<file path="src/rtl/arb_pkg.sv">
// Shared types and helpers for the ordered multi-mode arbiter.
// Mode and state encodings plus a one-hot decoder.
package arb_pkg;

    localparam int ARB_MAX_N = 32;
    localparam int ARB_ID_W  = 5;

    typedef enum logic [1:0] {
        MODE_FIXED = 2'b00,
        MODE_RR    = 2'b01,
        MODE_FCFS  = 2'b10
    } arb_mode_e;

    typedef enum logic {
        IDLE  = 1'b0,
        GRANT = 1'b1
    } arb_state_e;

    function automatic logic [ARB_MAX_N-1:0] onehot_from_id(input logic [ARB_ID_W-1:0] id);
        onehot_from_id = {{(ARB_MAX_N-1){1'b0}}, 1'b1} << id;
    endfunction

endpackage

</file>
<file path="src/rtl/ordered_multi_mode_arbiter_if.sv">
// Request/grant bundle between the shared-resource clients and the arbiter.
interface ordered_multi_mode_arbiter_if #(
    parameter int NUM_REQUESTS = 4
);
    localparam int IDW = $clog2(NUM_REQUESTS);

    logic [NUM_REQUESTS-1:0] rqst;
    logic [1:0]              mode;
    logic                    done;
    logic [NUM_REQUESTS-1:0] grant;
    logic                    grant_valid;
    logic [IDW-1:0]          grant_id;
    logic                    timeout;

    modport master (
        output rqst, mode, done,
        input  grant, grant_valid, grant_id, timeout
    );

    modport slave (
        input  rqst, mode, done,
        output grant, grant_valid, grant_id, timeout
    );

endinterface

</file>
<file path="src/rtl/arb_order_queue.sv">
// Compacting arrival-order queue of requester IDs with per-requester queued bits.
// The head reflects this cycle's drops and arrivals so a lone new request wins without delay.
module arb_order_queue
    import arb_pkg::*;
#(
    parameter  int NUM_REQUESTS = 4,
    localparam int IDW          = $clog2(NUM_REQUESTS),
    localparam int CNTW         = $clog2(NUM_REQUESTS + 1)
) (
    input  logic                    clk,
    input  logic                    reset,
    input  logic [NUM_REQUESTS-1:0] rqst,
    input  logic [NUM_REQUESTS-1:0] enq_mask,
    input  logic [NUM_REQUESTS-1:0] rm_mask,
    output logic [IDW-1:0]          head_id,
    output logic                    head_valid
);

    logic [IDW-1:0]          ids_r [NUM_REQUESTS];
    logic [CNTW-1:0]         cnt_r;
    logic [NUM_REQUESTS-1:0] queued_r;

    logic [IDW-1:0]          mid_ids_s [NUM_REQUESTS];
    logic [CNTW-1:0]         mid_cnt_s;
    logic [IDW-1:0]          nxt_ids_s [NUM_REQUESTS];
    logic [CNTW-1:0]         nxt_cnt_s;
    logic [NUM_REQUESTS-1:0] nxt_queued_s;

    // Drop withdrawn entries, then append new arrivals in ascending index order
    always_comb begin : merge_blk
        int k;
        k = 0;
        for (int j = 0; j < NUM_REQUESTS; j++) begin
            mid_ids_s[j] = '0;
        end
        for (int j = 0; j < NUM_REQUESTS; j++) begin
            if ((j < int'(cnt_r)) && rqst[ids_r[j]]) begin
                mid_ids_s[IDW'(k)] = ids_r[j];
                k = k + 1;
            end else begin
                k = k;
            end
        end
        for (int i = 0; i < NUM_REQUESTS; i++) begin
            if (enq_mask[i] && rqst[i] && !queued_r[i] && (k < NUM_REQUESTS)) begin
                mid_ids_s[IDW'(k)] = IDW'(i);
                k = k + 1;
            end else begin
                k = k;
            end
        end
        mid_cnt_s = CNTW'(k);
    end

    assign head_id    = mid_ids_s[0];
    assign head_valid = (mid_cnt_s != {CNTW{1'b0}});

    // Remove the entry granted this cycle and rebuild the queued bits
    always_comb begin : remove_blk
        int k;
        k            = 0;
        nxt_queued_s = '0;
        for (int j = 0; j < NUM_REQUESTS; j++) begin
            nxt_ids_s[j] = '0;
        end
        for (int j = 0; j < NUM_REQUESTS; j++) begin
            if ((j < int'(mid_cnt_s)) && !rm_mask[mid_ids_s[j]]) begin
                nxt_ids_s[IDW'(k)]          = mid_ids_s[j];
                nxt_queued_s[mid_ids_s[j]]  = 1'b1;
                k = k + 1;
            end else begin
                k = k;
            end
        end
        nxt_cnt_s = CNTW'(k);
    end

    // Queue storage
    always_ff @(posedge clk or posedge reset) begin
        if (reset) begin
            for (int j = 0; j < NUM_REQUESTS; j++) begin
                ids_r[j] <= '0;
            end
            cnt_r    <= '0;
            queued_r <= '0;
        end else begin
            for (int j = 0; j < NUM_REQUESTS; j++) begin
                ids_r[j] <= nxt_ids_s[j];
            end
            cnt_r    <= nxt_cnt_s;
            queued_r <= nxt_queued_s;
        end
    end

endmodule

</file>
<file path="src/rtl/ordered_multi_mode_arbiter.sv">
// N-way arbiter with fixed-priority, round-robin and first-come-first-served policies.
// Grants are held until done, withdrawal or hold timeout; one idle cycle separates grants.
module ordered_multi_mode_arbiter
    import arb_pkg::*;
#(
    parameter  int NUM_REQUESTS = 4,
    parameter  int MAX_HOLD     = 16,
    localparam int IDW          = $clog2(NUM_REQUESTS)
) (
    input  logic                       clk,
    input  logic                       reset,
    ordered_multi_mode_arbiter_if.slave bus
);

    localparam int             CW        = (MAX_HOLD > 1) ? $clog2(MAX_HOLD) : 1;
    localparam logic [CW-1:0]  HOLD_LAST = CW'((MAX_HOLD > 0) ? (MAX_HOLD - 1) : 0);
    localparam logic [IDW-1:0] RR_INIT   = IDW'(NUM_REQUESTS - 1);

    arb_state_e              state_r, state_s;
    logic [IDW-1:0]          holder_r, holder_s;
    logic [CW-1:0]           cnt_r, cnt_s;
    logic [IDW-1:0]          rr_ptr_r, rr_ptr_s;
    logic [NUM_REQUESTS-1:0] grant_r, grant_s;
    logic                    grant_valid_r, grant_valid_s;
    logic [IDW-1:0]          grant_id_r, grant_id_s;
    logic                    timeout_r, timeout_s;

    logic [IDW-1:0]          fixed_id_s;
    logic [IDW-1:0]          rr_id_s;
    logic [IDW-1:0]          winner_s;
    logic                    win_valid_s;
    logic [NUM_REQUESTS-1:0] win_onehot_s;
    logic [IDW-1:0]          head_id_s;
    logic                    head_valid_s;
    logic [NUM_REQUESTS-1:0] rm_mask_s;
    logic                    release_s;

    arb_order_queue #(
        .NUM_REQUESTS (NUM_REQUESTS)
    ) u_order_queue (
        .clk        (clk),
        .reset      (reset),
        .rqst       (bus.rqst),
        .enq_mask   (~grant_r),
        .rm_mask    (rm_mask_s),
        .head_id    (head_id_s),
        .head_valid (head_valid_s)
    );

    // Candidate winner for each policy and the one selected by mode
    always_comb begin : pick_blk
        int idx;
        idx         = 0;
        fixed_id_s  = '0;
        rr_id_s     = '0;
        winner_s    = '0;
        win_valid_s = 1'b0;
        // Descending scans leave the closest candidate as the final assignment
        for (int i = NUM_REQUESTS - 1; i >= 0; i--) begin
            if (bus.rqst[i]) begin
                fixed_id_s = IDW'(i);
            end else begin
                fixed_id_s = fixed_id_s;
            end
        end
        for (int k = NUM_REQUESTS; k >= 1; k--) begin
            idx = (int'(rr_ptr_r) + k) % NUM_REQUESTS;
            if (bus.rqst[IDW'(idx)]) begin
                rr_id_s = IDW'(idx);
            end else begin
                rr_id_s = rr_id_s;
            end
        end
        case (bus.mode)
            MODE_FIXED: begin
                winner_s    = fixed_id_s;
                win_valid_s = |bus.rqst;
            end
            MODE_RR: begin
                winner_s    = rr_id_s;
                win_valid_s = |bus.rqst;
            end
            default: begin
                winner_s    = head_id_s;
                win_valid_s = head_valid_s;
            end
        endcase
    end

    assign win_onehot_s = NUM_REQUESTS'(onehot_from_id(ARB_ID_W'(winner_s)));

    // Next-state, release decision and staging of registered outputs
    always_comb begin
        state_s       = state_r;
        holder_s      = holder_r;
        cnt_s         = cnt_r;
        rr_ptr_s      = rr_ptr_r;
        grant_s       = '0;
        grant_valid_s = 1'b0;
        grant_id_s    = '0;
        timeout_s     = 1'b0;
        rm_mask_s     = '0;
        release_s     = 1'b0;
        case (state_r)
            IDLE: begin
                if (win_valid_s) begin
                    state_s       = GRANT;
                    holder_s      = winner_s;
                    cnt_s         = '0;
                    rr_ptr_s      = winner_s;
                    grant_s       = win_onehot_s;
                    grant_valid_s = 1'b1;
                    grant_id_s    = winner_s;
                    rm_mask_s     = win_onehot_s;
                end else begin
                    state_s = IDLE;
                end
            end
            GRANT: begin
                release_s = bus.done || !bus.rqst[holder_r] ||
                            ((MAX_HOLD > 0) && (cnt_r == HOLD_LAST));
                if (release_s) begin
                    state_s   = IDLE;
                    cnt_s     = '0;
                    // A done arriving with the limit wins, so no timeout pulse then
                    timeout_s = !bus.done && bus.rqst[holder_r];
                end else begin
                    cnt_s         = cnt_r + 1'b1;
                    grant_s       = grant_r;
                    grant_valid_s = 1'b1;
                    grant_id_s    = holder_r;
                end
            end
            default: begin
                state_s = IDLE;
            end
        endcase
    end

    // State, pointer, counter and output registers
    always_ff @(posedge clk or posedge reset) begin
        if (reset) begin
            state_r       <= IDLE;
            holder_r      <= '0;
            cnt_r         <= '0;
            rr_ptr_r      <= RR_INIT;
            grant_r       <= '0;
            grant_valid_r <= 1'b0;
            grant_id_r    <= '0;
            timeout_r     <= 1'b0;
        end else begin
            state_r       <= state_s;
            holder_r      <= holder_s;
            cnt_r         <= cnt_s;
            rr_ptr_r      <= rr_ptr_s;
            grant_r       <= grant_s;
            grant_valid_r <= grant_valid_s;
            grant_id_r    <= grant_id_s;
            timeout_r     <= timeout_s;
        end
    end

    assign bus.grant       = grant_r;
    assign bus.grant_valid = grant_valid_r;
    assign bus.grant_id    = grant_id_r;
    assign bus.timeout     = timeout_r;

endmodule

</file>
<file path="src/flat_wrapper.sv">
// flat-port wrapper written by rule: the top's interface ports become plain ports
module ordered_multi_mode_arbiter_flat import arb_pkg::*;
#(
    parameter  int NUM_REQUESTS = 4,
    parameter  int MAX_HOLD     = 16,
    localparam int IDW          = $clog2(NUM_REQUESTS)
)
  (clk, reset, bus_rqst, bus_mode, bus_done, bus_grant, bus_grant_valid, bus_grant_id, bus_timeout);
  ordered_multi_mode_arbiter_if #(.NUM_REQUESTS(NUM_REQUESTS)) bus_i ();
  input  logic clk;
  input  logic reset;
  input wire logic [$bits(bus_i.rqst)-1:0] bus_rqst;
  input wire logic [$bits(bus_i.mode)-1:0] bus_mode;
  input wire logic [$bits(bus_i.done)-1:0] bus_done;
  output wire logic [$bits(bus_i.grant)-1:0] bus_grant;
  output wire logic [$bits(bus_i.grant_valid)-1:0] bus_grant_valid;
  output wire logic [$bits(bus_i.grant_id)-1:0] bus_grant_id;
  output wire logic [$bits(bus_i.timeout)-1:0] bus_timeout;
  assign bus_i.rqst = bus_rqst;
  assign bus_i.mode = bus_mode;
  assign bus_i.done = bus_done;
  assign bus_grant = bus_i.grant;
  assign bus_grant_valid = bus_i.grant_valid;
  assign bus_grant_id = bus_i.grant_id;
  assign bus_timeout = bus_i.timeout;
  ordered_multi_mode_arbiter #(.NUM_REQUESTS(NUM_REQUESTS), .MAX_HOLD(MAX_HOLD)) u_core (.clk(clk), .reset(reset), .bus(bus_i));
endmodule
</file>
<file path="config.mk">
export PLATFORM = sky130hd
export DESIGN_NAME = ordered_multi_mode_arbiter_flat
export DESIGN_NICKNAME = d
export VERILOG_FILES = /design/src/rtl/arb_pkg.sv /design/src/rtl/ordered_multi_mode_arbiter_if.sv /design/src/rtl/arb_order_queue.sv /design/src/rtl/ordered_multi_mode_arbiter.sv /design/src/flat_wrapper.sv
export SDC_FILE = /design/constraint.sdc
export NUM_CORES = 1
export LEC_CHECK = 0
export ABC_AREA = 1
export CAP_MARGIN = 40
export CORE_MARGIN = 10
export CORE_UTILIZATION = 30
export DETAILED_ROUTE_END_ITERATION = 10
export MAX_ROUTING_LAYER = met4
export PLACE_DENSITY = 0.51
export SYNTH_ARGS = -nofsm -noshare
export SYNTH_HDL_FRONTEND = slang
export SYNTH_SLANG_ARGS = --single-unit
</file>
<file path="constraint.sdc">
create_clock -name clk -period 6.15 [get_ports clk]
set_input_delay 0.9225 -clock clk [delete_from_list [all_inputs] [get_ports clk]]
set_output_delay 0.9225 -clock clk [all_outputs]
set_load 0.005 [all_outputs]
</file>
# == Yosys cells after proc, flatten, opt, wreduce, memory -nomap -nowiden ==
# Index checks and enable logic that the tools add are counted.
# totals
ff_bits,31
in_bits,9
out_inout_bits,8
wordCells,275
# op_classes
addsub,15
n_lt_le_gt_ge,49
eq_ne,4
shift,1
muxes,117
bitwise_logic,24
reduce_logical,52
# ops
op,n
$add A32 B2 Y32 const B,6
$mux W32,6
$lt A32 B4 Y1 const B,4
$mux W8,10
$bwmux W8,6
$mux W2,22
$demux W2 S2,10
$mux W4,9
$logic_and A1 B1 Y1,35
$ge A2 B3 Y1 const B,10
$mux W1,28
$lt A2 B3 Y1 const B,9
$bmux W1 S2,13
$lt A2 B1 Y1 const B,10
$not A2 Y2,10
$or A4 B4 Y4,5
$lt A2 B4 Y1 const B,4
$pmux W4 S2,2
$lt A1 B3 Y1 const A,4
$lt A2 B3 Y1 const A,4
$mux W3,4
$not A4 Y4,3
$logic_not A1 Y1,10
$add A3 B2 Y3 const B,3
24 further kinds,35

# == Depth between registers and ports, before layout ==
# depth
word_depth,46
depth_mapped,50

# == Cells and area by module ==
# A second synthesis with hierarchy kept.
# hier_totals
hier_cells,588
hier_area_um2,3714.8
# modules_own_cells
mod,n_inst,cells_each,area_each_um2,seq_area_each_um2
arb_order_queue,1,442,2721.4,375.4
ordered_multi_mode_arbiter,1,146,993.5,402.9

# == Worst setup path after synthesis ==
# No wires, ideal clock.
# synth_timing
kind,input-to-reg
from,input port bus_rqst[1]
to,register u_core.u_order_queue.ids_r[0] in the netlist's numbering
setup_time_ns,0.117
t_arrival_ns,6.491
required_time_ns,6.033
slack_ns,-0.459
path_stages,41
path_buffers,1
path_cell_list,inv_2 a21oi_1 o21ai_0 a21oi_1 ha_1 inv_1 nand2_2 nand2_2 inv_1 ha_1 inv_1 o21ai_2 ha_1 nand3_1 nand2_4 ha_1 nand2_1 nand2_4 [5 not listed] nand3_2 nand2_2 nand2_4 buf_6 nand4_1 nand3_1 nor2_4 inv_1 ha_1 nand3_1 nand2_2 inv_1 ha_1 inv_1 nor2_2 nand3_1 nand2_1 nand2_1
# synth_rtl
element,line_no,text
start: declaration,flat_wrapper.sv:12,input wire logic [$bits(bus_i.rqst)-1:0] bus_rqst;
end signal: indexed assignment,arb_order_queue.sv:88,ids_r[j] <= nxt_ids_s[j];
end: declaration,arb_order_queue.sv:19,logic [IDW-1:0] ids_r [NUM_REQUESTS];

==> summary.txt <==
DP Cell Count = 843
CTS tree = done
Post-synth cell types = 40
Delay-heaviest family, CP = adder cells
Fin cells = 869
Critical Path AT = 6.04 ns
Post-synth EDFFs = 0
Final nets = 762
Post-Syn Area = 3635 um2
Mapped Nets = 611
Worst path bufs/invs = 10
Cell repeated most along the worst path = nand2_2
Clk Latency, worst-skew pair = 0.28 ns
Reg2reg path depth = 41
Core area = 11960 um2
Final WS setup = 0.2643 ns
Die area = 16920 um2
Initial antenna violation count = 1
Max-slew violations = 0
DRT Pass-1 Iters = 5
Antenna Diode Count = 0
Final min period = 5.886 ns
GRT overflow = 0
Root Buffer = clkbuf_16
Max Root-Sink Buffers = 2
Critical path startpoint category = input pin
Largest net degree at the start of global routing = 32
Clk sink count = 31
R2R Setup Slk = 0.55 ns
Post-synthesis sequential area ratio = 21.41%
H-tree lvl count = 2
CP max FO = 4
Final Hold Viols = 0
Critical path depth = 43
# rows = 40
Yosys reg bits = 31
Vias in the first global route = 3966
Max_cap viols = 0
Area grow syn2layout = 46.68%
Worst slew margin = 39.98%
Final wirelength = 11740 um
Post-route DRC = 0
Synth top area share = 19.97%
Hold path depth = 1
Synth warn = 0
TritonCTS buffer count = 5
Finish-stage setup viols = 0
Cell count after synthesis = 570
Via Count = 4114
Outcome = complete, no violations
Top_reg_cell synth = dfrtp_1
Clock skew = 0.006805 ns
Share of cells above drive strength 1 = 36.01%
Crit-path max cell delay = 0.30 ns
Initial Util = 30.39%
First-pass GRT wire length = 19090 um
Drt first-iter violations = 322
Critical path's slowest cell = ha_1
WL/cell = 13.51 um
Hpwl dp = 9629 um
Crit end category = flip-flop
Critical path type = in -> reg
I/O pins = 17
Placer congestion estimate = 0.9339
CP required = 6.31 ns
Vias per cell = 4.734
Final ANT Viol Nets = 0
IO buf count = 16
FFs w/ async S/R, synth = 100.0%
Fmax = 169.9 MHz
Crit share post-route = 95.70%
Total track usage = 14.20%
Slew at the pin closest to its max-slew limit = 0.8934 ns
Final Util = 44.57%
Die Span X = 130.1 um
Syn_area_per_cell = 6.377 um2
Hold Buf Count CTS = 0
CTS clk-pin slew, worst paths = 0.05 ns
Area leader, netlist = dfrtp_1
Largest cells by area after synthesis = dfrtp_1, nand2_1, ha_1
Die Ht = 130.1 um
Hold crit path type = reg -> reg
Setup WS pre-CTS = -0.5061 ns
-- Yosys cell counts (7+ instances only) --
| cell type | n |
|---|---|
| nand2_1 | 158 |
| inv_1 | 75 |
| nand3_1 | 54 |
| nor2_1 | 49 |
| ha_1 | 32 |
| dfrtp_1 | 29 |
| nand4_1 | 24 |
| o21ai_0 | 24 |
| nand2_2 | 21 |
| inv_2 | 14 |
| a21oi_1 | 13 |
| nor2_2 | 10 |
| nand2_4 | 8 |
| nor3_1 | 7 |
-- cell usage in the layout, fill, tap and decap left out, types with 11 or more instances in the layout --
cell,instances
nand3_2,11
nand2_2,31
nand2_4,12
nand3_1,47
ha_1,26
nor2_1,47
dfrtp_1,29
inv_2,22
inv_1,66
clkdlybuf4s50_1,12
nand4_1,24
nand2_1,145
o21ai_0,22
buf_4,130
-- cell type report --
class	count	area (um2)
Fill cell	1223	6630
Multi-Input combinational cell	446	2735
Timing Repair Buffer	146	1116
Sequential cell	31	778.2
Inverter	91	344.1
Tap cell	147	183.9
Clock buffer	6	138.9
Clock inverter	2	35.03
-- state kept, by name, indices dropped and copies added (netlist names) --
name	flops
u_core.u_order_queue.ids_r	8
u_core.bus.grant	4
u_core.cnt_r	4
u_core.u_order_queue.queued_r	4
u_core.u_order_queue.cnt_r	3
u_core.bus.grant_id	2
u_core.holder_r	2
u_core.rr_ptr_r	2
u_core.bus.timeout	1
u_core.state_r	1
-- logic make-up after synthesis --
group | synth area share [%]
AND/OR/NAND/NOR | 46.23
buffers and inverters | 9.914
AO/OA/AOI/OAI | 10.47
adder cells (fa/ha/maj) | 11.02
flip-flops | 21.41
XOR/XNOR | 0.9640
-- path summary, 6_finish.rpt --
check                                                   start                       endpoint
max in group asynchronous                               reset             u_core.rr_ptr_r[1]
min in group asynchronous                               reset                u_core.cnt_r[1]
worst max register to register  u_core.u_order_queue.ids_r[4]  u_core.u_order_queue.ids_r[1]
worst max-delay path                              bus_rqst[1]  u_core.u_order_queue.ids_r[1]
worst min-delay path                          u_core.cnt_r[3]                u_core.cnt_r[3]
worst min register to register                u_core.cnt_r[3]                u_core.cnt_r[3]
-- timing repair --
action,in CTS,in global routing
buffers inserted,4,13
pin swaps,11,33
gates cloned,0,1
resized for setup,14,38
endpoints found under the setup margin,11,11
-- worst reg2reg max path: cells and delay by family, from the launching register on --
kind | cells | cell delay, ns
DFF | 1 | 0.48
AOI/OAI and AO/OA | 5 | 0.80
buffers and inverters | 8 | 0.55
adders and majority gates | 8 | 1.87
and+or+nand+nor | 20 | 1.79
-- per-layer routing --
| layer | global-route usage [%] | routed length [um] | vias up |
|---|---|---|---|
| li1 | - | - | 2149 |
| met3 | 1.095 | 270 | 10 |
| met2 | 22.92 | 5636 | 41 |
| met1 | 18.94 | 5682 | 1914 |
| met5 | - | 0 | - |
| met4 | 3.241 | 153 | 0 |
-- metrics by stage --
step                      hold slack, ns  area [um2]  TNS, ns
final                             0.4938        5331        0
after global routing              0.5359        5331  -0.1495
after CTS                         0.4923        5147        0
after detailed placement          0.4834        4902   -4.788
after global placement            0.4624        4902   -3.651
after floorplan                   0.4483        3729        0
Power is left out: the tool's default activity adds up to more than one toggle a clock period on the data nets, which glitch-free logic cannot reach.
